File: src/rtl/stream_demux_pkg.sv
// Shared types and helpers for the stream demultiplexer.
package stream_demux_pkg;

    typedef enum logic [1:0] {
        ST_IDLE = 2'd0,
        ST_PKT  = 2'd1,
        ST_DROP = 2'd2
    } state_t;

    // Select-to-one-hot decode; sized for the widest supported channel count,
    // callers truncate to their own N.
    function automatic logic [15:0] sel_onehot(input logic [3:0] sel);
        sel_onehot = 16'd1 << sel;
    endfunction

endpackage

File: src/rtl/stream_demux_if.sv
// Upstream stream plus fanned-out downstream channels of the demultiplexer.
interface stream_demux_if #(
    parameter int N = 8,
    parameter int W = 8
);
    localparam int SW = $clog2(N);

    logic          in_valid;
    logic          in_ready;
    logic [W-1:0]  in_data;
    logic          in_last;
    logic [SW-1:0] in_sel;
    logic          in_bcast;
    logic [W-1:0]  out_data;
    logic          out_last;
    logic [N-1:0]  out_valid;
    logic [N-1:0]  out_ready;

    modport master (
        output in_valid, in_data, in_last, in_sel, in_bcast, out_ready,
        input  in_ready, out_data, out_last, out_valid
    );

    modport slave (
        input  in_valid, in_data, in_last, in_sel, in_bcast, out_ready,
        output in_ready, out_data, out_last, out_valid
    );
endinterface

File: src/rtl/stream_demux_buf.sv
// One-entry output register; a beat retires once every channel in its
// pending mask has taken it.
module stream_demux_buf #(
    parameter int N = 8,
    parameter int W = 8
) (
    input  logic         clk,
    input  logic         rst_n,
    input  logic         load,
    input  logic [W-1:0] data,
    input  logic         last,
    input  logic [N-1:0] mask,
    input  logic [N-1:0] out_ready,
    output logic         free,
    output logic [W-1:0] out_data,
    output logic         out_last,
    output logic [N-1:0] out_valid
);
    logic [N-1:0] pending_q, pending_d, pending_left;
    logic [W-1:0] data_q, data_d;
    logic         last_q, last_d;

    // Retire accepted channels; a new load replaces the mask outright.
    always_comb begin
        pending_left = pending_q & ~out_ready;
        free         = (pending_left == '0);
        pending_d    = load ? mask : pending_left;
        data_d       = load ? data : data_q;
        last_d       = load ? last : last_q;
    end

    // Buffer registers.
    always_ff @(posedge clk or negedge rst_n) begin
        if (!rst_n) begin
            pending_q <= '0;
            data_q    <= '0;
            last_q    <= 1'b0;
        end else begin
            pending_q <= pending_d;
            data_q    <= data_d;
            last_q    <= last_d;
        end
    end

    assign out_valid = pending_q;
    assign out_data  = data_q;
    assign out_last  = last_q;

endmodule

File: src/rtl/stream_demux.sv
// 1-to-N packet demultiplexer: route latched on the first beat, optional
// broadcast, illegal destinations swallowed and counted.
module stream_demux
    import stream_demux_pkg::*;
#(
    parameter int N  = 8,
    parameter int W  = 8,
    parameter int CW = 8
) (
    input  logic          clk,
    input  logic          rst_n,
    stream_demux_if.slave bus,
    output logic [CW-1:0] drop_cnt,
    output logic          busy
);
    state_t        state_q, state_d;
    logic [N-1:0]  route_q, route_d;
    logic [CW-1:0] drop_cnt_q, drop_cnt_d;
    logic          buf_free, in_ready, accept, sel_legal, load;
    logic [N-1:0]  first_mask, load_mask;

    // Route decode, handshake and next-state logic.
    always_comb begin
        sel_legal  = bus.in_bcast | (32'(bus.in_sel) < N);
        first_mask = bus.in_bcast ? '1 : N'(sel_onehot(4'(bus.in_sel)));
        // Dropped beats never touch the buffer, so they need not wait on it.
        in_ready   = (state_q == ST_DROP) | buf_free;
        accept     = bus.in_valid & in_ready;

        state_d    = state_q;
        route_d    = route_q;
        drop_cnt_d = drop_cnt_q;
        load       = 1'b0;
        load_mask  = route_q;

        case (state_q)
            ST_IDLE: begin
                if (accept) begin
                    if (sel_legal) begin
                        load      = 1'b1;
                        load_mask = first_mask;
                        route_d   = first_mask;
                        state_d   = bus.in_last ? ST_IDLE : ST_PKT;
                    end else begin
                        if (drop_cnt_q != '1) drop_cnt_d = drop_cnt_q + 1'b1;
                        state_d = bus.in_last ? ST_IDLE : ST_DROP;
                    end
                end
            end
            ST_PKT: begin
                if (accept) begin
                    load = 1'b1;
                    if (bus.in_last) state_d = ST_IDLE;
                end
            end
            ST_DROP: begin
                if (accept && bus.in_last) state_d = ST_IDLE;
            end
            default: state_d = ST_IDLE;
        endcase
    end

    // FSM, latched route and drop counter.
    always_ff @(posedge clk or negedge rst_n) begin
        if (!rst_n) begin
            state_q    <= ST_IDLE;
            route_q    <= '0;
            drop_cnt_q <= '0;
        end else begin
            state_q    <= state_d;
            route_q    <= route_d;
            drop_cnt_q <= drop_cnt_d;
        end
    end

    stream_demux_buf #(.N(N), .W(W)) u_buf (
        .clk       (clk),
        .rst_n     (rst_n),
        .load      (load),
        .data      (bus.in_data),
        .last      (bus.in_last),
        .mask      (load_mask),
        .out_ready (bus.out_ready),
        .free      (buf_free),
        .out_data  (bus.out_data),
        .out_last  (bus.out_last),
        .out_valid (bus.out_valid)
    );

    assign bus.in_ready = in_ready;
    assign drop_cnt     = drop_cnt_q;
    assign busy         = (state_q != ST_IDLE) | (bus.out_valid != '0);

endmodule

File: src/flat_wrapper.sv
// flat-port wrapper written by rule: the top's interface ports become plain ports
module stream_demux_flat import stream_demux_pkg::*;
#(
    parameter int N  = 8,
    parameter int W  = 8,
    parameter int CW = 8
)
  (clk, rst_n, drop_cnt, busy, bus_in_valid, bus_in_data, bus_in_last, bus_in_sel, bus_in_bcast, bus_out_ready, bus_in_ready, bus_out_data, bus_out_last, bus_out_valid);
  stream_demux_if #(.N(N), .W(W)) bus_i ();
  input  logic clk;
  input  logic rst_n;
  output logic [CW-1:0] drop_cnt;
  output logic busy;
  input wire logic [$bits(bus_i.in_valid)-1:0] bus_in_valid;
  input wire logic [$bits(bus_i.in_data)-1:0] bus_in_data;
  input wire logic [$bits(bus_i.in_last)-1:0] bus_in_last;
  input wire logic [$bits(bus_i.in_sel)-1:0] bus_in_sel;
  input wire logic [$bits(bus_i.in_bcast)-1:0] bus_in_bcast;
  input wire logic [$bits(bus_i.out_ready)-1:0] bus_out_ready;
  output wire logic [$bits(bus_i.in_ready)-1:0] bus_in_ready;
  output wire logic [$bits(bus_i.out_data)-1:0] bus_out_data;
  output wire logic [$bits(bus_i.out_last)-1:0] bus_out_last;
  output wire logic [$bits(bus_i.out_valid)-1:0] bus_out_valid;
  assign bus_i.in_valid = bus_in_valid;
  assign bus_i.in_data = bus_in_data;
  assign bus_i.in_last = bus_in_last;
  assign bus_i.in_sel = bus_in_sel;
  assign bus_i.in_bcast = bus_in_bcast;
  assign bus_i.out_ready = bus_out_ready;
  assign bus_in_ready = bus_i.in_ready;
  assign bus_out_data = bus_i.out_data;
  assign bus_out_last = bus_i.out_last;
  assign bus_out_valid = bus_i.out_valid;
  stream_demux #(.N(N), .W(W), .CW(CW)) u_core (.clk(clk), .rst_n(rst_n), .bus(bus_i), .drop_cnt(drop_cnt), .busy(busy));
endmodule
File: config.mk
export PLATFORM = sky130hd
export DESIGN_NAME = stream_demux_flat
export DESIGN_NICKNAME = d
export VERILOG_FILES = /design/src/rtl/stream_demux_pkg.sv /design/src/rtl/stream_demux_if.sv /design/src/rtl/stream_demux_buf.sv /design/src/rtl/stream_demux.sv /design/src/flat_wrapper.sv
export SDC_FILE = /design/constraint.sdc
export NUM_CORES = 1
export LEC_CHECK = 0
export CAP_MARGIN = 30
export CORE_UTILIZATION = 35
export DETAILED_ROUTE_END_ITERATION = 12
export PLACE_DENSITY = 0.7
export RECOVER_POWER = 100
export SYNTH_ARGS = -nofsm -noshare
export SYNTH_HDL_FRONTEND = slang
export SYNTH_HIERARCHICAL = 1
export SYNTH_SLANG_ARGS = --single-unit
File: constraint.sdc
create_clock -name clk -period 3.1 [get_ports clk]
set_input_delay 0.31 -clock clk [delete_from_list [all_inputs] [get_ports clk]]
set_output_delay 0.31 -clock clk [all_outputs]
set_load 0.01 [all_outputs]
==> metrics.txt <==
Tcrit/Tclk final=77.2%; share of Yosys cell area claimed by the top area cell type=54.0%; crit path cell chain=dlygate4sd3_1, nand2b_1, nand4_1, nor2_1, dlygate4sd3_1; Crit path depth=5; die width=60.7 um; Hold/Removal Path Class=reg -> reg; syn avg cell area=11.9 sq um; IO Port Bufs=42; CP Buf/Inv Count=2; GRT Util Overall=15.9%; WL final=2.56 mm; worst reg2reg path endpoint=u_core/u_buf/out_valid[4]; DR pass1 iterations=4; effective utilization at floorplan=38.2%; FF+latch area=651 sq um; Via density=4.77; detailed-route via count=892; die height=60.7 um; kind of critical path=in -> out; average wire per standard cell=13.7 um; share of layout cells above drive strength 1=7.69%; Post-Synthesis Cell Area=0.00120 sq mm; Clock Skew=0.00252 ns; Die ar.=0.00368 sq mm; Longest Clk Path Bufs=2; Slew Limit Headroom=8.94%; top_reg_cell synth=dfrtp_1; hold path endpoint=u_core/route_q[0]; FFs w/ async S/R, synth=100%; antenna-violating nets left=0; initial antenna violation count=0; synth warn=6; Syn Inst Count=101; hpwl dp=1.98 mm; Nets=169; FP Rows=20; top-count cell post-synth=dfrtp_1; FF-to-FF Start=u_core/u_buf/out_valid[7]; RSZ-0062 raised after global routing=false; hold path start=u_core/route_q[0]; outcome=complete, no violations; ranking of synthesized cells by area=dfrtp_1 (54%), buf_4 (5.0%), mux2_4 (5.0%), mux2_2 (4.7%), nand2b_1 (4.2%); final slew viol count=0; CTS Hold Buffers Added=0; Finished Cell Area=0.00162 sq mm; cell mode on critical path=dlygate4sd3_1; gr ovfl total=0; EDFF count, synth=0; clk sink count=26; Max VDD drop=0.392 mV; Worst Tran Pin Value=1.37 ns; clk root buf=clkbuf_4; routability cong.=0.784; Critical Path AT=2.08 ns; Ports=51; Setup crit end kind=output port; Iter 0 DRT Violations=46; CP startpoint kind=primary input; Max-cap violations=0; core area=0.00315 sq mm; footprint of the multi-input gates=463 sq um; hold slack=0.505 ns; # DRC=0; P_leak=0.000674 uW; postcts setup bufs=0; Worst Path Max Fanout=6; hold depth=1; Post-synth top cells=dfrtp_1 (26), buf_4 (8), nand2_1 (8), nand2b_1 (8), o21ai_0 (8); Fill cells=298; Final setup viols=0; CTS tree=built; delay-heaviest family, CP=buffers and inverters; Clock Latency Late Sink=0.30 ns; Num CTS Buffers=3; CP max stage cell=dlygate4sd3_1; #FFs+latches synth=26; worst-case reg-to-reg path depth=7; largest area contributor in the netlist=dfrtp_1; worst path required time=2.79 ns; H-tree levels=1; # resized after CTS=0; pwr dens=884 mW/mm^2; Yosys cell types=26; Hold Fails Final Rpt=0; reg-to-reg slack, setup=0.84 ns; vias in the first global route=959; largest net degree at the start of global routing=27; Tmin final=2.39 ns; clock-pin slew on the worst setup and hold paths=0.12 ns; sequential-to-total area share from yosys stat=54.0%; ANT cells=0; Max Fclk=418 MHz; Layout area overhead=34.7%; first-pass GRT wire length=4.29 mm; Critical Path Max Stage Delay=0.68 ns; cell area after placement=0.00162 sq mm; final setup TNS=0 ns
kinds of logic after synthesis:
| group | count (synthesis) | synth area share (%) |
|---|---|---|
| other | 1 | 0.311 |
| DFF | 26 | 54.0 |
| and+or+nand+nor | 35 | 17.4 |
| buffers and inverters | 12 | 8.51 |
| AOI/OAI and AO/OA | 18 | 10.1 |
| muxes | 9 | 9.66 |
placed cells by master, fill, tap and decap left out, drive strengths merged:
master         count
dfrtp             26
clkdlybuf4s50     21
dlygate4sd3       21
mux2               9
conb               8
nand2b             8
nand2              8
o21ai              8
a2bb2oi            4
clkbuf             4
o22a               4
nand3b             3
nor3b              3
nor3               2
nor2               2
nand3              2
a21oi              2
nand4              2
and2               1
nand4bb            1
and3b              1
and4bb             1
nor4               1
buf                1
metrics by stage:
| stage | cells | utilization, % | power, uW | setup slack [ns] |
|---|---|---|---|---|
| global route | 187 | 51.5 | 1550 | 0.522 |
| global placement | 184 | 51.3 | 1380 | 0.699 |
| CTS | 187 | 52.1 | 1540 | 0.850 |
| detailed placement | 184 | 51.3 | 1400 | 0.600 |
| floorplan | 108 | - | 1050 | 1.34 |
| finish | 187 | 51.5 | 1440 | 0.706 |
worst reg2reg max path: stages, from the launching register on:
cell      delay [ns]
dfrtp_1         0.43
nand2b_1        0.11
nand4_1         0.15
nor2_1          0.30
and2_0          0.74
buf_4           0.31
nand2_1         0.07
o21ai_0         0.09
power breakdown:
group	switching [uW]	internal, uW
Clock	88.3	45.3
Sequential	89.1	507
Combinational	334	372
how the worst max path moves through the flow:
| stage | start | end | slack [ns] |
|---|---|---|---|
| after global routing | bus_out_ready[7] | u_core/u_buf/out_valid[2] | 0.52 |
| after detailed placement | bus_out_ready[6] | u_core/u_buf/out_valid[4] | 0.60 |
| final | bus_out_ready[7] | bus_in_ready | 0.71 |
| after global placement | bus_out_ready[7] | u_core/u_buf/out_valid[2] | 0.70 |
| after floorplan | u_core/u_buf/out_valid[7] | u_core/u_buf/out_data[3] | 1.34 |
| after CTS | bus_out_ready[6] | bus_in_ready | 0.85 |
layout make-up:
class | count | share of cell area [%]
tap | 44 | 3.39
sequential | 26 | 40.1
clock buffer | 3 | 1.39
timing repair buffer | 44 | 26.6
multi-input combinational | 70 | 28.5
registers in the layout, indices dropped and copies added (netlist names):
register	flops
u_core/u_buf/out_last	1
u_core/state_q	1
u_core/route_q	8
u_core/u_buf/out_data	8
u_core/u_buf/out_valid	8
per-layer routing:
layer / vias up / global-route usage (%) / share of wire, %
li1: 426 / - / -
met3: 6 / 3.20 / 6.6
met5: - / 0 / 0
met1: 422 / 20.3 / 44
met4: 0 / 6.17 / 1.5
met2: 38 / 26.5 / 48
(Power assumes the default switching activity.)
